--- src/rtl/fpga_cfg_pkg.sv ---
// fpga_cfg_pkg: shared register indices, FSM state type and count limit for
// the fabric configuration controller.
// Optional feature macro: FPGA_CFG_READBACK_EN (adds the READBACK register).
package fpga_cfg_pkg;

  localparam logic [7:0] CFG_REG_STATUS   = 8'h00;
  localparam logic [7:0] CFG_REG_COUNT    = 8'h01;
  localparam logic [7:0] CFG_REG_DATA     = 8'h02;
  localparam logic [7:0] CFG_REG_READBACK = 8'h03;

  localparam int CFG_MAX_CNT = 8;

  typedef enum logic [1:0] {
    ST_IDLE  = 2'd0,
    ST_SHIFT = 2'd1,
    ST_ACK   = 2'd2
  } cfg_state_t;

  // A column chain segment is one byte wide, so longer counts clamp to 8.
  function automatic logic [3:0] cfg_sat_cnt(input logic [3:0] raw);
    return (raw > 4'(CFG_MAX_CNT)) ? 4'(CFG_MAX_CNT) : raw;
  endfunction

endpackage

--- src/rtl/fpga_cfg_col_shifter.sv ---
// fpga_cfg_col_shifter: one fabric column. Holds the per-write bit count, the
// byte being serialized LSB first, and the chain enable.
// With FPGA_CFG_READBACK_EN defined it also captures the chain tail into rb.
module fpga_cfg_col_shifter
  import fpga_cfg_pkg::*;
(
  input  logic       clk,
  input  logic       rst,
  input  logic       cnt_we,
  input  logic [3:0] cnt_wdata,
  input  logic       load,
  input  logic [7:0] load_data,
`ifdef FPGA_CFG_READBACK_EN
  input  logic       cfg_tail,
  output logic [7:0] rb,
`endif
  output logic [3:0] cnt,
  output logic       cfg_en,
  output logic       cfg_bit
);

  logic [7:0] sr;
  logic [3:0] rem;

  assign cfg_bit = cfg_en & sr[0];

  // Bit count for the next DATA write, clamped on write.
  always_ff @(posedge clk or posedge rst) begin
    if (rst) begin
      cnt <= 4'(CFG_MAX_CNT);
    end else if (cnt_we) begin
      cnt <= cfg_sat_cnt(cnt_wdata);
    end
  end

  // Serializer: the first bit is presented in the cycle right after load.
  always_ff @(posedge clk or posedge rst) begin
    if (rst) begin
      sr     <= '0;
      rem    <= '0;
      cfg_en <= 1'b0;
    end else if (load) begin
      sr     <= load_data;
      rem    <= cnt;
      cfg_en <= (cnt != 4'd0);
    end else if (cfg_en) begin
      sr  <= {1'b0, sr[7:1]};
      rem <= rem - 4'd1;
      if (rem == 4'd1) begin
        cfg_en <= 1'b0;
      end
    end
  end

`ifdef FPGA_CFG_READBACK_EN
  // Chain tail enters at bit 7 on every shift cycle of this column.
  always_ff @(posedge clk or posedge rst) begin
    if (rst) begin
      rb <= '0;
    end else if (cfg_en) begin
      rb <= {cfg_tail, rb[7:1]};
    end
  end
`endif

endmodule

--- src/rtl/fpga_cfg_ctrl.sv ---
// fpga_cfg_ctrl: Wishbone slave that turns DATA writes into per-column serial
// shifts on the fabric config chains. The ack is withheld until the longest
// active column has finished shifting.
// Optional feature macro: FPGA_CFG_READBACK_EN (cfg_tail_i port, reg 0x03).
module fpga_cfg_ctrl
  import fpga_cfg_pkg::*;
#(
  parameter int          MX        = 4,
  parameter logic [31:0] BASE_ADDR = 32'h3000_0000
) (
  input  logic          wb_clk_i,
  input  logic          wb_rst_i,
  input  logic          wbs_stb_i,
  input  logic          wbs_cyc_i,
  input  logic          wbs_we_i,
  input  logic [3:0]    wbs_sel_i,
  input  logic [31:0]   wbs_dat_i,
  input  logic [31:0]   wbs_adr_i,
`ifdef FPGA_CFG_READBACK_EN
  input  logic [MX-1:0] cfg_tail_i,
`endif
  output logic          wbs_ack_o,
  output logic [31:0]   wbs_dat_o,
  output logic [MX-1:0] cfg_en_o,
  output logic [MX-1:0] cfg_bit_o,
  output logic          busy_o
);

  cfg_state_t           state;
  logic [3:0]           shift_cnt;
  logic [23:0]          total_bits;
  logic [MX-1:0][3:0]   col_cnt;
`ifdef FPGA_CFG_READBACK_EN
  logic [MX-1:0][7:0]   col_rb;
`endif

  logic       req;
  logic [7:0] reg_idx;
  logic       wr_count;
  logic       wr_data;
  logic       start_shift;
  logic [3:0] max_cnt;
  logic [31:0] rd_data;

  assign reg_idx     = wbs_adr_i[7:0];
  assign req         = (state == ST_IDLE) && wbs_stb_i && wbs_cyc_i &&
                       (wbs_adr_i[31:8] == BASE_ADDR[31:8]);
  assign wr_count    = req && wbs_we_i && (reg_idx == CFG_REG_COUNT);
  assign wr_data     = req && wbs_we_i && (reg_idx == CFG_REG_DATA);
  assign start_shift = wr_data && (max_cnt != 4'd0);

  // Longest count among lanes enabled by this write; masked lanes do not shift.
  always_comb begin
    max_cnt = '0;
    for (int k = 0; k < MX; k++) begin
      if (wbs_sel_i[k] && (col_cnt[k] > max_cnt)) begin
        max_cnt = col_cnt[k];
      end
    end
  end

  // Read mux; writes and unmapped offsets return zero.
  always_comb begin
    rd_data = '0;
    if (!wbs_we_i) begin
      case (reg_idx)
        CFG_REG_STATUS: rd_data = {total_bits, 7'b0, busy_o};
        CFG_REG_COUNT: begin
          for (int k = 0; k < MX; k++) begin
            rd_data[8*k +: 8] = {4'b0, col_cnt[k]};
          end
        end
`ifdef FPGA_CFG_READBACK_EN
        CFG_REG_READBACK: begin
          for (int k = 0; k < MX; k++) begin
            rd_data[8*k +: 8] = col_rb[k];
          end
        end
`endif
        default: rd_data = '0;
      endcase
    end
  end

  // Transaction FSM: IDLE samples, SHIFT stalls the bus, ACK is the ack cycle.
  always_ff @(posedge wb_clk_i or posedge wb_rst_i) begin
    if (wb_rst_i) begin
      state      <= ST_IDLE;
      shift_cnt  <= '0;
      total_bits <= '0;
      wbs_ack_o  <= 1'b0;
      wbs_dat_o  <= '0;
      busy_o     <= 1'b0;
    end else begin
      wbs_ack_o <= 1'b0;
      wbs_dat_o <= '0;
      case (state)
        ST_IDLE: begin
          if (req) begin
            if (start_shift) begin
              state      <= ST_SHIFT;
              shift_cnt  <= max_cnt;
              busy_o     <= 1'b1;
              total_bits <= total_bits + {20'b0, max_cnt};
            end else begin
              state     <= ST_ACK;
              wbs_ack_o <= wbs_cyc_i;
              wbs_dat_o <= rd_data;
            end
          end
        end
        ST_SHIFT: begin
          if (shift_cnt == 4'd1) begin
            state     <= ST_ACK;
            busy_o    <= 1'b0;
            wbs_ack_o <= wbs_cyc_i;
          end else begin
            shift_cnt <= shift_cnt - 4'd1;
          end
        end
        ST_ACK:  state <= ST_IDLE;
        default: state <= ST_IDLE;
      endcase
    end
  end

  for (genvar k = 0; k < MX; k++) begin : g_col
    fpga_cfg_col_shifter u_col (
      .clk       (wb_clk_i),
      .rst       (wb_rst_i),
      .cnt_we    (wr_count & wbs_sel_i[k]),
      .cnt_wdata (wbs_dat_i[8*k +: 4]),
      .load      (start_shift & wbs_sel_i[k]),
      .load_data (wbs_dat_i[8*k +: 8]),
`ifdef FPGA_CFG_READBACK_EN
      .cfg_tail  (cfg_tail_i[k]),
      .rb        (col_rb[k]),
`endif
      .cnt       (col_cnt[k]),
      .cfg_en    (cfg_en_o[k]),
      .cfg_bit   (cfg_bit_o[k])
    );
  end

endmodule

--- config.mk ---
export PLATFORM = sky130hd
export DESIGN_NAME = fpga_cfg_ctrl
export DESIGN_NICKNAME = d
export VERILOG_FILES = /design/src/rtl/fpga_cfg_pkg.sv /design/src/rtl/fpga_cfg_col_shifter.sv /design/src/rtl/fpga_cfg_ctrl.sv
export SDC_FILE = /design/constraint.sdc
export NUM_CORES = 1
export LEC_CHECK = 0
export CAP_MARGIN = 30
export CORE_ASPECT_RATIO = 0.8
export CORE_UTILIZATION = 30
export CTS_CLUSTER_SIZE = 25
export DETAILED_ROUTE_END_ITERATION = 10
export SYNTH_ARGS = -nofsm -noshare
export SYNTH_HDL_FRONTEND = slang
export SYNTH_HIERARCHICAL = 1
export SYNTH_SLANG_ARGS = --single-unit
--- constraint.sdc ---
create_clock -name wb_clk_i -period 6.5 [get_ports wb_clk_i]
set_input_delay 1.3 -clock wb_clk_i [delete_from_list [all_inputs] [get_ports wb_clk_i]]
set_output_delay 1.3 -clock wb_clk_i [all_outputs]
set_load 0.02 [all_outputs]
==> impl_metrics.csv <==
group,metric,value,unit
grt,antenna_found_initial,0,
cells_and_area,diodes,0,
die,fp-row-count,49,
yosys,synth-main-ff-cell,"dfrtp_1",
cells_and_area,area_growth,33.7,%
yosys,yosys_warnings,6,
critical_path,arrival,6.51,ns
timing,skew,0.00796,ns
critical_path,cpMaxStageDelayCell,"mux2_2",
grt,grt_pass1_vias,5401,
place,dp_hpwl,12.0,mm
clock_tree,cts_buffer_depth,2,
flow_run,cap_violations,0,
cells_and_area,layout-drive-gt1-share,15.7,%
hold_path,hp-start,"total_bits[21]",
cells_and_area,fin_nets,936,
timing,slew_headroom,31.0,%
pwr,peakVddDrop,168,uV
timing,fmax,0.162,GHz
drt,drt_pass1_iterations,5,
die,io_pins,115,
timing,setup_tns,0,ns
run_status,status,"finished, final reports clean",
critical_path,crit_type,"in2reg",
timing,finalHoldViolCount,0,
grt,grtUsageTotal,15.2,%
cells_and_area,final_area,9280,sq um
place,io_buffers,110,
yosys,synth_cells,695,
critical_path,worstSetupStartpoint,"wbs_sel_i[0]",
timing,setup_ws,0.329,ns
drt,wl,16.8,mm
critical_path,crit_path_max_incr_delay,0.37,ns
timing,min_period,6.17,ns
critical_path,r2r_start,"g_col[0].u_col/cnt[3]",
place,placed_area,8600,sq um
hold_path,hp-class,"reg2reg",
grt,grt_start_max_net_pins,54,
place,dp.cells,1125,
drt,vias,5374,
critical_path,end_kind,"flop",
drt,drc,0,
die,core,22600,sq um
clock_tree,clk_latency,0.42,ns
timing,min_period_over_period,94.9,%
place,place.gp.congestion,0.825,
drt,wl_per_cell,14.5,um
cells_and_area,stdcell_count,1158,
clock_tree,hold_buffers,0,
yosys,async_reset_ff_share,100,%
die,initial_core_util,30.7,%
pwr,power-per-cell-area,205,nW/um^2
clock_tree,numClockSinks,128,
yosys,synthDistinctLibCells,65,
drt,dr.first_iter.drc_count,365,
yosys,synth-seq-cells,128,
die,die-height,138,um
timing,hold_slack,0.476,ns
cells_and_area,postLayoutCoreUtil,41.1,%
drt,drtAntennaViolNets,0,
yosys,avgSynthCellArea,9.98,sq um
place,pre_cts_slack,-0.672,ns
yosys,synth_edf_count,0,
pwr,leakage,4.14,nW
clock_tree,numCtsBuffers,17,
yosys,seq_area_frac_synth,46.3,%
timing,slew_viol_final,0,
die,die-area,23700,sq um
critical_path,critPathMaxFanout,6,
grt,overflow,0,
drt,vias_per_cell,4.64,
timing,tightest_slew,1.02,ns
timing,setup_viol,0,
critical_path,cp.required,6.84,ns
pwr,total_power,1.90,mW
critical_path,cp-start-kind,"input pin",
die,die_w,172,um
clock_tree,cts.htree.levels,4,
cells_and_area,fill_cells,2232,
grt,grt_first_pass_wirelength,27.9,mm
clock_tree,clockRootBuffer,"clkbuf_16",
yosys,syn-cell-area,6940,sq um
clock_tree,clk_pin_slew,0.06,ns
clock_tree,cts_tree,"built",
-- worst max-delay path, delay by kind of cell --
family | cells | cell delay [ns]
buf+inv | 2 | 0.31
simple gates | 8 | 1.29
compound gates | 9 | 1.45
fa+ha+maj | 4 | 1.04
mux | 3 | 0.98
xor+xnor | 1 | 0.15
-- final timing paths --
check                           cells past startpoint             end  slack [ns]
worst max-delay path                               27  total_bits[17]        0.33
worst min-delay path                                1  total_bits[21]        0.48
worst max register to register                     25  total_bits[17]        0.80
worst min register to register                      1  total_bits[21]        0.48
max in group asynchronous                           3    shift_cnt[3]        4.25
min in group asynchronous                           2   total_bits[0]        1.32
-- per-layer routing --
| metal | up-vias | global-route usage (%) | part of all wire (%) |
|---|---|---|---|
| met5 | - | 0 | 0 |
| met4 | 0 | 4.72 | 0.94 |
| met2 | 112 | 22.8 | 43 |
| li1 | 2693 | - | - |
| met3 | 13 | 3.60 | 4.4 |
| met1 | 2556 | 21.6 | 51 |
-- layout make-up --
type	count	area (sq um)	area share, %
multi-input combinational	480	3380	36.5
sequential	128	3210	34.6
timing repair buffer	156	1490	16.1
clock buffer	18	439	4.73
tap	306	383	4.13
inverter	56	210	2.27
clock inverter	14	156	1.69
-- placed cells by master (no fill, tap or decap), types with 3 or more instances in the layout --
master	Yosys	layout
dfrtp_1	124	124
clkdlybuf4s50_1	0	109
nand2_1	81	79
o21ai_0	59	57
inv_1	56	55
mux2i_1	43	43
buf_4	4	42
nor2_1	35	34
xor2_1	29	29
a21oi_1	30	26
and2_1	21	21
ha_1	23	19
nand3_1	17	17
clkbuf_16	0	17
o22ai_1	13	13
mux2_2	12	12
and3_1	12	10
nand4_1	9	9
o31ai_1	7	7
nor4_1	6	6
nand2b_1	6	6
xnor2_1	5	5
a31oi_1	5	4
a21oi_2	0	4
nand2_2	2	4
conb_1	1	4
nor4b_4	4	4
o41ai_1	4	4
dfstp_2	4	4
buf_12	0	4
nor3_1	3	3
nor4b_1	3	3
or3_1	3	3
o211a_1	3	3
mux2_4	3	3
ha_2	0	3
clkinv_4	0	3
clkinvlp_4	0	3
inv_6	0	3
-- state kept, by name, summed over array words and instances, names as in the netlist --
signal / flops
state: 2
total_bits: 24
g_col.u_col/rem: 16
shift_cnt: 4
g_col.u_col/cnt: 16
wbs_ack_o: 1
busy_o: 1
g_col.u_col/cfg_en: 4
wbs_dat_o: 28
g_col.u_col/sr: 32
-- report_power, final --
part	switching [mW]	leakage [nW]	internal (mW)
combinational	0.0647	2.15	0.0748
sequential	0.0000000450	1.71	0.797
clock	0.384	0.285	0.581
total	0.448	4.14	1.45
-- cells by family after synthesis --
group                      share of synthesized area [%]
AOI/OAI and AO/OA                                   13.8
xor gates and xnor gates                            4.29
adders and majority gates                           4.44
buffers and inverters                               6.22
DFF                                                 46.3
muxes                                               8.80
other                                             0.0541
and+or+nand+nor                                     16.2
-- Yosys cell counts (2+ instances only) --
cell type,number,area (sq um)
dfrtp_1,124,3100
nand2_1,81,304
o21ai_0,59,295
inv_1,56,210
mux2i_1,43,430
nor2_1,35,131
a21oi_1,30,150
xor2_1,29,254
ha_1,23,288
and2_1,21,131
nand3_1,17,85.1
o22ai_1,13,81.3
and3_1,12,75.1
mux2_2,12,135
clkbuf_1,10,37.5
buf_2,9,45.0
buf_6,9,101
nand4_1,9,56.3
o31ai_1,7,52.6
nand2b_1,6,37.5
nor4_1,6,37.5
a31oi_1,5,31.3
xnor2_1,5,43.8
buf_4,4,30.0
dfstp_2,4,105
nor4b_4,4,95.1
o41ai_1,4,35.0
mux2_4,3,45.0
nor2b_1,3,18.8
nor3_1,3,15.0
nor4b_1,3,26.3
o211a_1,3,30.0
or3_1,3,18.8
a21boi_0,2,15.0
a22o_1,2,17.5
buf_1,2,7.51
nand2_2,2,12.5
nand3b_1,2,15.0
o2111ai_2,2,30.0
o211ai_1,2,15.0
o21bai_1,2,15.0
-- what timing repair did --
| action | in CTS | in global routing |
|---|---|---|
| pin swaps | 1 | 8 |
| endpoints found under the setup margin | 20 | 21 |
| resized for setup | 4 | 22 |
| buffers inserted | 0 | 1 |
Note: power is estimated with default switching activity, not from simulation.
